### src/rtl/spi_sclk_gen_if.sv
// Handshake, configuration and strobe bundle between spi_sclk_gen and its SPI datapath.
// CS_N is present only when SPI_SCLK_CS_GEN_EN is defined.
interface spi_sclk_gen_if #(
    parameter int DIV_W = 8,
    parameter int CNT_W = 16
);
    logic             start;
    logic [DIV_W-1:0] div;
    logic [CNT_W-1:0] nclk;
    logic             cpol;
    logic             cpha;
    logic             stop;
    logic             busy;
    logic             done;
    logic             aborted;
    logic             SCLK;
    logic             sample;
    logic             shift;
    logic [CNT_W-1:0] cyc_cnt;
`ifdef SPI_SCLK_CS_GEN_EN
    logic             CS_N;

    modport master (
        output start, div, nclk, cpol, cpha, stop,
        input  busy, done, aborted, SCLK, sample, shift, cyc_cnt, CS_N
    );

    modport slave (
        input  start, div, nclk, cpol, cpha, stop,
        output busy, done, aborted, SCLK, sample, shift, cyc_cnt, CS_N
    );
`else
    modport master (
        output start, div, nclk, cpol, cpha, stop,
        input  busy, done, aborted, SCLK, sample, shift, cyc_cnt
    );

    modport slave (
        input  start, div, nclk, cpol, cpha, stop,
        output busy, done, aborted, SCLK, sample, shift, cyc_cnt
    );
`endif
endinterface

### src/rtl/spi_sclk_gen.sv
// Countable SCLK burst generator with CPOL/CPHA modes and sample/shift strobes.
// Optional chip-select setup/hold sequencing is enabled by defining SPI_SCLK_CS_GEN_EN.
module spi_sclk_gen #(
    parameter int DIV_W    = 8,
    parameter int CNT_W    = 16,
    parameter int CS_SETUP = 2,
    parameter int CS_HOLD  = 2
) (
    input  logic          CLK,
    input  logic          RST,
    spi_sclk_gen_if.slave bus
);
    localparam logic [2:0]       ST_IDLE  = 3'd0;
    localparam logic [2:0]       ST_RUN   = 3'd1;
    localparam logic [2:0]       ST_DONE  = 3'd2;
    localparam logic [DIV_W-1:0] DIV_ZERO = {DIV_W{1'b0}};
    localparam logic [DIV_W-1:0] DIV_ONE  = {{(DIV_W-1){1'b0}}, 1'b1};
    localparam logic [CNT_W-1:0] CNT_ZERO = {CNT_W{1'b0}};
    localparam logic [CNT_W-1:0] CNT_ONE  = {{(CNT_W-1){1'b0}}, 1'b1};

    if (CS_SETUP < 1 || CS_HOLD < 1 || CS_SETUP > 256 || CS_HOLD > 256) begin : g_cs_param_check
        $error("spi_sclk_gen: CS_SETUP and CS_HOLD must lie in 1..256");
    end

`ifdef SPI_SCLK_CS_GEN_EN
    localparam logic [2:0] ST_SETUP   = 3'd3;
    localparam logic [2:0] ST_HOLD    = 3'd4;
    localparam logic [7:0] SETUP_LAST = 8'(CS_SETUP - 1);
    localparam logic [7:0] HOLD_LAST  = 8'(CS_HOLD - 1);

    logic       cs_n_r;
    logic [7:0] pc_r;
    logic       abort_pend_r;
`endif

    logic [2:0]       state_r;
    logic [DIV_W-1:0] hc_r;
    logic [DIV_W-1:0] div_r;
    logic [CNT_W-1:0] nclk_r;
    logic             cpol_r;
    logic             cpha_r;
    logic             phase_r;
    logic [CNT_W-1:0] cyc_cnt_r;
    logic             sclk_r;
    logic             busy_r;
    logic             done_r;
    logic             aborted_r;
    logic             sample_r;
    logic             shift_r;
    logic             hc_wrap_s;
    logic             last_trail_s;

    // phase_r set means the next SCLK toggle is a trailing edge
    assign hc_wrap_s    = (hc_r == div_r);
    assign last_trail_s = hc_wrap_s && phase_r && ((cyc_cnt_r + CNT_ONE) == nclk_r);

    // Burst sequencer: handshake, half-period counting, SCLK and strobe generation
    always_ff @(posedge CLK or posedge RST) begin
        if (RST) begin
            state_r      <= ST_IDLE;
            hc_r         <= DIV_ZERO;
            div_r        <= DIV_ZERO;
            nclk_r       <= CNT_ZERO;
            cpol_r       <= 1'b0;
            cpha_r       <= 1'b0;
            phase_r      <= 1'b0;
            cyc_cnt_r    <= CNT_ZERO;
            sclk_r       <= 1'b0;
            busy_r       <= 1'b0;
            done_r       <= 1'b0;
            aborted_r    <= 1'b0;
            sample_r     <= 1'b0;
            shift_r      <= 1'b0;
`ifdef SPI_SCLK_CS_GEN_EN
            cs_n_r       <= 1'b1;
            pc_r         <= 8'd0;
            abort_pend_r <= 1'b0;
`endif
        end else begin
            done_r    <= 1'b0;
            aborted_r <= 1'b0;
            sample_r  <= 1'b0;
            shift_r   <= 1'b0;
            case (state_r)
                ST_IDLE: begin
                    sclk_r <= bus.cpol;
                    if (bus.start) begin
                        div_r     <= bus.div;
                        nclk_r    <= bus.nclk;
                        cpol_r    <= bus.cpol;
                        cpha_r    <= bus.cpha;
                        cyc_cnt_r <= CNT_ZERO;
                        hc_r      <= DIV_ZERO;
                        phase_r   <= 1'b0;
`ifdef SPI_SCLK_CS_GEN_EN
                        cs_n_r       <= 1'b0;
                        busy_r       <= 1'b1;
                        pc_r         <= 8'd0;
                        abort_pend_r <= 1'b0;
                        state_r      <= ST_SETUP;
`else
                        if (bus.nclk == CNT_ZERO) begin
                            done_r  <= 1'b1;
                            state_r <= ST_DONE;
                        end else begin
                            busy_r  <= 1'b1;
                            state_r <= ST_RUN;
                        end
`endif
                    end else begin
                        state_r <= ST_IDLE;
                    end
                end
`ifdef SPI_SCLK_CS_GEN_EN
                ST_SETUP: begin
                    if (bus.stop) begin
                        pc_r         <= 8'd0;
                        abort_pend_r <= 1'b1;
                        state_r      <= ST_HOLD;
                    end else if (pc_r == SETUP_LAST) begin
                        pc_r    <= 8'd0;
                        hc_r    <= DIV_ZERO;
                        state_r <= (nclk_r == CNT_ZERO) ? ST_HOLD : ST_RUN;
                    end else begin
                        pc_r <= pc_r + 8'd1;
                    end
                end
                ST_HOLD: begin
                    if (pc_r == HOLD_LAST) begin
                        cs_n_r    <= 1'b1;
                        busy_r    <= 1'b0;
                        done_r    <= 1'b1;
                        aborted_r <= abort_pend_r;
                        state_r   <= ST_DONE;
                    end else begin
                        pc_r <= pc_r + 8'd1;
                    end
                end
`endif
                ST_RUN: begin
                    // The final trailing edge wins over a coincident stop
                    if (last_trail_s) begin
                        cyc_cnt_r <= cyc_cnt_r + CNT_ONE;
                        hc_r      <= DIV_ZERO;
                        sclk_r    <= cpol_r;
                        sample_r  <= cpha_r;
                        shift_r   <= ~cpha_r;
`ifdef SPI_SCLK_CS_GEN_EN
                        pc_r      <= 8'd0;
                        state_r   <= ST_HOLD;
`else
                        busy_r    <= 1'b0;
                        done_r    <= 1'b1;
                        state_r   <= ST_DONE;
`endif
                    end else if (bus.stop) begin
                        sclk_r <= cpol_r;
`ifdef SPI_SCLK_CS_GEN_EN
                        pc_r         <= 8'd0;
                        abort_pend_r <= 1'b1;
                        state_r      <= ST_HOLD;
`else
                        busy_r    <= 1'b0;
                        done_r    <= 1'b1;
                        aborted_r <= 1'b1;
                        state_r   <= ST_DONE;
`endif
                    end else if (hc_wrap_s) begin
                        hc_r    <= DIV_ZERO;
                        sclk_r  <= ~sclk_r;
                        phase_r <= ~phase_r;
                        if (phase_r) begin
                            cyc_cnt_r <= cyc_cnt_r + CNT_ONE;
                            sample_r  <= cpha_r;
                            shift_r   <= ~cpha_r;
                        end else begin
                            sample_r  <= ~cpha_r;
                            shift_r   <= cpha_r;
                        end
                    end else begin
                        hc_r <= hc_r + DIV_ONE;
                    end
                end
                ST_DONE: begin
                    state_r <= ST_IDLE;
                end
                default: begin
                    state_r <= ST_IDLE;
                    busy_r  <= 1'b0;
                    sclk_r  <= cpol_r;
                end
            endcase
        end
    end

    assign bus.busy    = busy_r;
    assign bus.done    = done_r;
    assign bus.aborted = aborted_r;
    assign bus.SCLK    = sclk_r;
    assign bus.sample  = sample_r;
    assign bus.shift   = shift_r;
    assign bus.cyc_cnt = cyc_cnt_r;
`ifdef SPI_SCLK_CS_GEN_EN
    assign bus.CS_N    = cs_n_r;
`endif
endmodule

### src/flat_wrapper.sv
// flat-port wrapper written by rule: the top's interface ports become plain ports
module spi_sclk_gen_flat 
#(
    parameter int DIV_W    = 8,
    parameter int CNT_W    = 16,
    parameter int CS_SETUP = 2,
    parameter int CS_HOLD  = 2
)
  (CLK, RST, bus_start, bus_div, bus_nclk, bus_cpol, bus_cpha, bus_stop, bus_busy, bus_done, bus_aborted, bus_SCLK, bus_sample, bus_shift, bus_cyc_cnt);
  spi_sclk_gen_if #(.DIV_W(DIV_W), .CNT_W(CNT_W)) bus_i ();
  input  logic CLK;
  input  logic RST;
  input wire logic [$bits(bus_i.start)-1:0] bus_start;
  input wire logic [$bits(bus_i.div)-1:0] bus_div;
  input wire logic [$bits(bus_i.nclk)-1:0] bus_nclk;
  input wire logic [$bits(bus_i.cpol)-1:0] bus_cpol;
  input wire logic [$bits(bus_i.cpha)-1:0] bus_cpha;
  input wire logic [$bits(bus_i.stop)-1:0] bus_stop;
  output wire logic [$bits(bus_i.busy)-1:0] bus_busy;
  output wire logic [$bits(bus_i.done)-1:0] bus_done;
  output wire logic [$bits(bus_i.aborted)-1:0] bus_aborted;
  output wire logic [$bits(bus_i.SCLK)-1:0] bus_SCLK;
  output wire logic [$bits(bus_i.sample)-1:0] bus_sample;
  output wire logic [$bits(bus_i.shift)-1:0] bus_shift;
  output wire logic [$bits(bus_i.cyc_cnt)-1:0] bus_cyc_cnt;
  assign bus_i.start = bus_start;
  assign bus_i.div = bus_div;
  assign bus_i.nclk = bus_nclk;
  assign bus_i.cpol = bus_cpol;
  assign bus_i.cpha = bus_cpha;
  assign bus_i.stop = bus_stop;
  assign bus_busy = bus_i.busy;
  assign bus_done = bus_i.done;
  assign bus_aborted = bus_i.aborted;
  assign bus_SCLK = bus_i.SCLK;
  assign bus_sample = bus_i.sample;
  assign bus_shift = bus_i.shift;
  assign bus_cyc_cnt = bus_i.cyc_cnt;
  spi_sclk_gen #(.DIV_W(DIV_W), .CNT_W(CNT_W), .CS_SETUP(CS_SETUP), .CS_HOLD(CS_HOLD)) u_core (.CLK(CLK), .RST(RST), .bus(bus_i));
endmodule
### config.mk
export PLATFORM = sky130hd
export DESIGN_NAME = spi_sclk_gen_flat
export DESIGN_NICKNAME = d
export VERILOG_FILES = /design/src/rtl/spi_sclk_gen_if.sv /design/src/rtl/spi_sclk_gen.sv /design/src/flat_wrapper.sv
export SDC_FILE = /design/constraint.sdc
export NUM_CORES = 1
export LEC_CHECK = 0
export CAP_MARGIN = 25
export CORE_MARGIN = 4
export CORE_UTILIZATION = 25
export DETAILED_ROUTE_END_ITERATION = 16
export DONT_BUFFER_PORTS = 1
export HOLD_SLACK_MARGIN = 0.03
export PLACE_DENSITY = 0.43
export SYNTH_ARGS = -nofsm -noshare
export SYNTH_HDL_FRONTEND = slang
export SYNTH_SLANG_ARGS = --single-unit
export TNS_END_PERCENT = 20
### constraint.sdc
create_clock -name CLK -period 3.08 [get_ports CLK]
set_clock_uncertainty 0.2 [all_clocks]
set_input_delay 0.924 -clock CLK [delete_from_list [all_inputs] [get_ports CLK]]
set_output_delay 0.924 -clock CLK [all_outputs]
set_load 0.02 [all_outputs]
==> results by group <==
Logic synthesis
  – Share of the synthesized area in the top cell type: between 40% and 50%
  – Top post-synthesis cells by area: dfrtp_1 (42%), mux2_2 (7.7%), o21ai_1 (3.6%)
  – Sequential area share after synthesis: around two fifths
  – Synth async-reset ratio: 100%
  – Synth Area in Adders: less than 1%
  – Number of synthesized register bits: 59
  – Post-synth EDFFs: 0
  – Syn_nets: 397
  – Synth Area per Inst: about 9.7 um^2
  – Mux contribution to synthesized area: about 8.5%
  – Simple-gate portion of the synthesized area: about 20%
  – YS warnings: 0
  – Synth Flop Type: dfrtp_1
  – Main combinational cell family by area after synthesis: simple AND/OR/NAND/NOR gates
  – Xor-xnor portion of the synthesized cell area: under 10%
  – Complex-gate fraction of the synthesized area: approximately a fifth
  – Cell area after synthesis: 0.00352 mm^2
  – Syn Inst Count: about 370
  – Yosys top cell by area: dfrtp_1
  – Synth cell types: 61

Power and ir drop
  – P_leak: 1.82 nW
  – PwrDens: 715 mW/mm^2
  – Peak supply drop: 0.327 mV

GRT
  – Largest net degree at the start of global routing: 39
  – First-pass GRT wire length: around 17 mm
  – GRT Total Usage: approximately 13%
  – Vias in the first global route: ~3.1k
  – Initial antenna violation count: 0
  – Grt ovf: 0

Worst setup path
  – Setup Crit Path Kind: flop to flop
  – Worst flop-to-flop path startpoint: u_core.bus.cyc_cnt[1]
  – Crit-path cells: buf_4 > nand3_2 > or4_1 > xnor2_1 > a211oi_2 > nand4_2 > o21a_2 > or2_0 > o31ai_2
  – CP arrival: roughly 3.0 ns
  – Worst setup path startpoint: u_core.bus.cyc_cnt[1]
  – Setup crit end kind: flop
  – WP data required: approximately 3.1 ns
  – Type of origin of the critical path: flop
  – CP peak stage delay: approximately 0.59 ns
  – Crit path max-delay cell type: or4_1
  – Peak fanout along the critical path: 7

Finish
  – Area delta synth->final: 26.0%
  – Fraction of layout cells with a size suffix above 1: 29.7%
  – Diode count: 0
  – Nets@finish: between 400 and 500

STA
  – Worst-margin pin slew: ~0.53 ns
  – RSZ-0062 raised after global routing: false
  – Period minus WS final: just under 3 ns
  – Slew headroom: about 64%
  – Final setup TNS: 0 ns
  – Final Slew Violations: 0
  – Final setup violation count: 0
  – Fin crit share: 95.6%
  – Fmax: around 0.34 GHz
  – Final hold vios: 0
  – Slack of the critical path: 0.136 ns

Clock network
  – CTS sink cnt: 59
  – Clk Latency, worst-skew pair: 0.33 ns
  – CTS Buffer Depth: 2
  – Root Driver: clkbuf_16
  – CTS tree: done
  – Num CTS Buffers: 9
  – Clock transition at path regs: 0.06 ns
  – Postcts setup bufs: 0
  – H-Tree Depth: 3

Floorplanning
  – Ports: between 50 and 60
  – Std cell rows: 43
  – Chip width: 127 um
  – Initial Util: between 20% and 30%
  – Total die area: roughly 0.016 mm^2
  – Core Area: approximately 0.014 mm^2
  – Chip height: about 130 um

Status
  – Status: finished clean

Detailed routing
  – Vias/cell: 5.06
  – DRC violations left: 0
  – Iter 0 DRT Violations: between 100 and 150
  – DR WL/cell: between 15 and 20 um
  – DRT Pass-1 Iters: 4
  – Routed WL: 10.3 mm
  – DRT antenna net count: 0
  – Via count: 2968

Place
  – Place WS: -0.0452 ns
  – Port bufs: 0
  – Post-DP HPWL: 7.89 mm
  – RD Place Congestion: just over 0.8

Flow run
  – Max Cap Viol: 0

Hold path
  – Worst Hold Class: primary input to async pin
## where the power goes
group	switching (mW)	leakage [nW]	total, mW	internal, mW
clock	0.355	0.154	1.08	0.722
combinational	0.486	0.914	0.919	0.432
sequential	0.211	0.750	1.18	0.966
total	1.05	1.82	3.17	2.12
## cell families after synthesis
family,count (synthesis)
mux,27
fa+ha+maj,2
flops,59
buf+inv,30
compound gates,95
xor+xnor,25
simple gates,127
## cell type report
type	count	area, um^2
Clock buffer	10	239
Fill cell	1435	9390
Sequential cell	59	1480
Inverter	6	22.5
Multi-Input combinational cell	276	1980
Tap cell	180	225
Clock inverter	5	77.6
Timing Repair Buffer	51	415
## placed cells by master, fill, tap and decap left out, types with 3 or more instances in the layout
master     instances
nor2_1            32
xor2_1            14
nor2b_1            3
and3_1             7
nand3_1           15
nor3_1             5
clkbuf_16          9
a31oi_1            5
nand2b_1          10
or4_1              3
o21ai_1           25
nand4_1            5
nand2_1           18
xnor2_1           10
a21oi_1            8
o31ai_1           11
dfrtp_1           59
nor4_1             8
mux2i_1            3
mux2_2            24
nor4_2             3
o21ai_0           12
buf_4             47
o31ai_2            6
inv_1              5
## worst paths after layout
| path | slack, ns | cells after the start | end |
|---|---|---|---|
| worst max-delay path | 0.14 | 9 | u_core.hc_r[7] |
| worst min-delay path | 0.31 | 1 | u_core.bus.aborted |
| worst max register to register | 0.14 | 9 | u_core.hc_r[7] |
| worst min register to register | 0.32 | 1 | u_core.div_r[4] |
| max in group asynchronous | 1.77 | 2 | u_core.bus.sample |
| min in group CLK | 0.32 | 1 | u_core.div_r[4] |
## sequential cells by signal (all words and copies together), names as in the netlist, 2 cells and up
signal / count
u_core.bus.cyc_cnt: 16
u_core.div_r: 8
u_core.hc_r: 8
u_core.nclk_r: 16
u_core.state_r: 2
## worst max-delay path: cells and delay by family (launching register included)
| kind | cells | cell delay (ns) |
|---|---|---|
| xor+xnor | 1 | 0.19 |
| compound gates | 3 | 0.73 |
| simple gates | 4 | 1.24 |
| buf+inv | 1 | 0.13 |
| flops | 1 | 0.35 |
## synthesized netlist by cell type, types with 2 or more instances
cell type and n:
a211oi_1 3, a21oi_1 8, a31oi_1 6, and2_1 2, and3_1 8, buf_2 8, buf_4 2, clkbuf_1 12
dfrtp_1 59, ha_1 2, inv_1 6, mux2_2 24, mux2i_1 3, nand2_1 19, nand2b_1 10, nand3_1 15
nand4_1 5, nand4_2 2, nor2_1 32, nor2b_1 3, nor3_1 5, nor4_1 8, nor4_2 3, o2111ai_1 2
o211ai_1 2, o21a_1 2, o21ai_0 12, o21ai_1 25, o311ai_1 3, o31ai_1 13, o31ai_2 4, o41ai_2 2
or2_0 2, or4_1 3, xnor2_1 11, xor2_1 14
## timing repair
action / 4_1_cts / 5_1_grt
gates resized for setup: 1 / 15
hold buffers: 0 / 0
pin swaps: 0 / 2
endpoints found under the setup margin: 1 / 17
## per-layer routing
layer	track usage, %	part of all wire, %	vias up
li1	-	-	1417
met1	17.0	44	1473
met2	22.1	49	64
met3	3.75	5.7	14
met5	0	0	-
met4	4.79	1.5	0
## through the flow
stage                     std cells  total power [mW]  hold slack [ns]  utilization (%)  area (um^2)
after CTS                       587              3.19            0.329             31.6         4360
after detailed placement        572              2.09            0.317             29.2         4040
after global placement          572              2.09            0.316             29.2         4040
after floorplan                 365              1.81            0.283                -         3520
final                           587              3.17            0.312             32.1         4440
after global routing            587              3.38            0.343             32.1         4440
No activity file was read; power rests on OpenSTA's default activity.
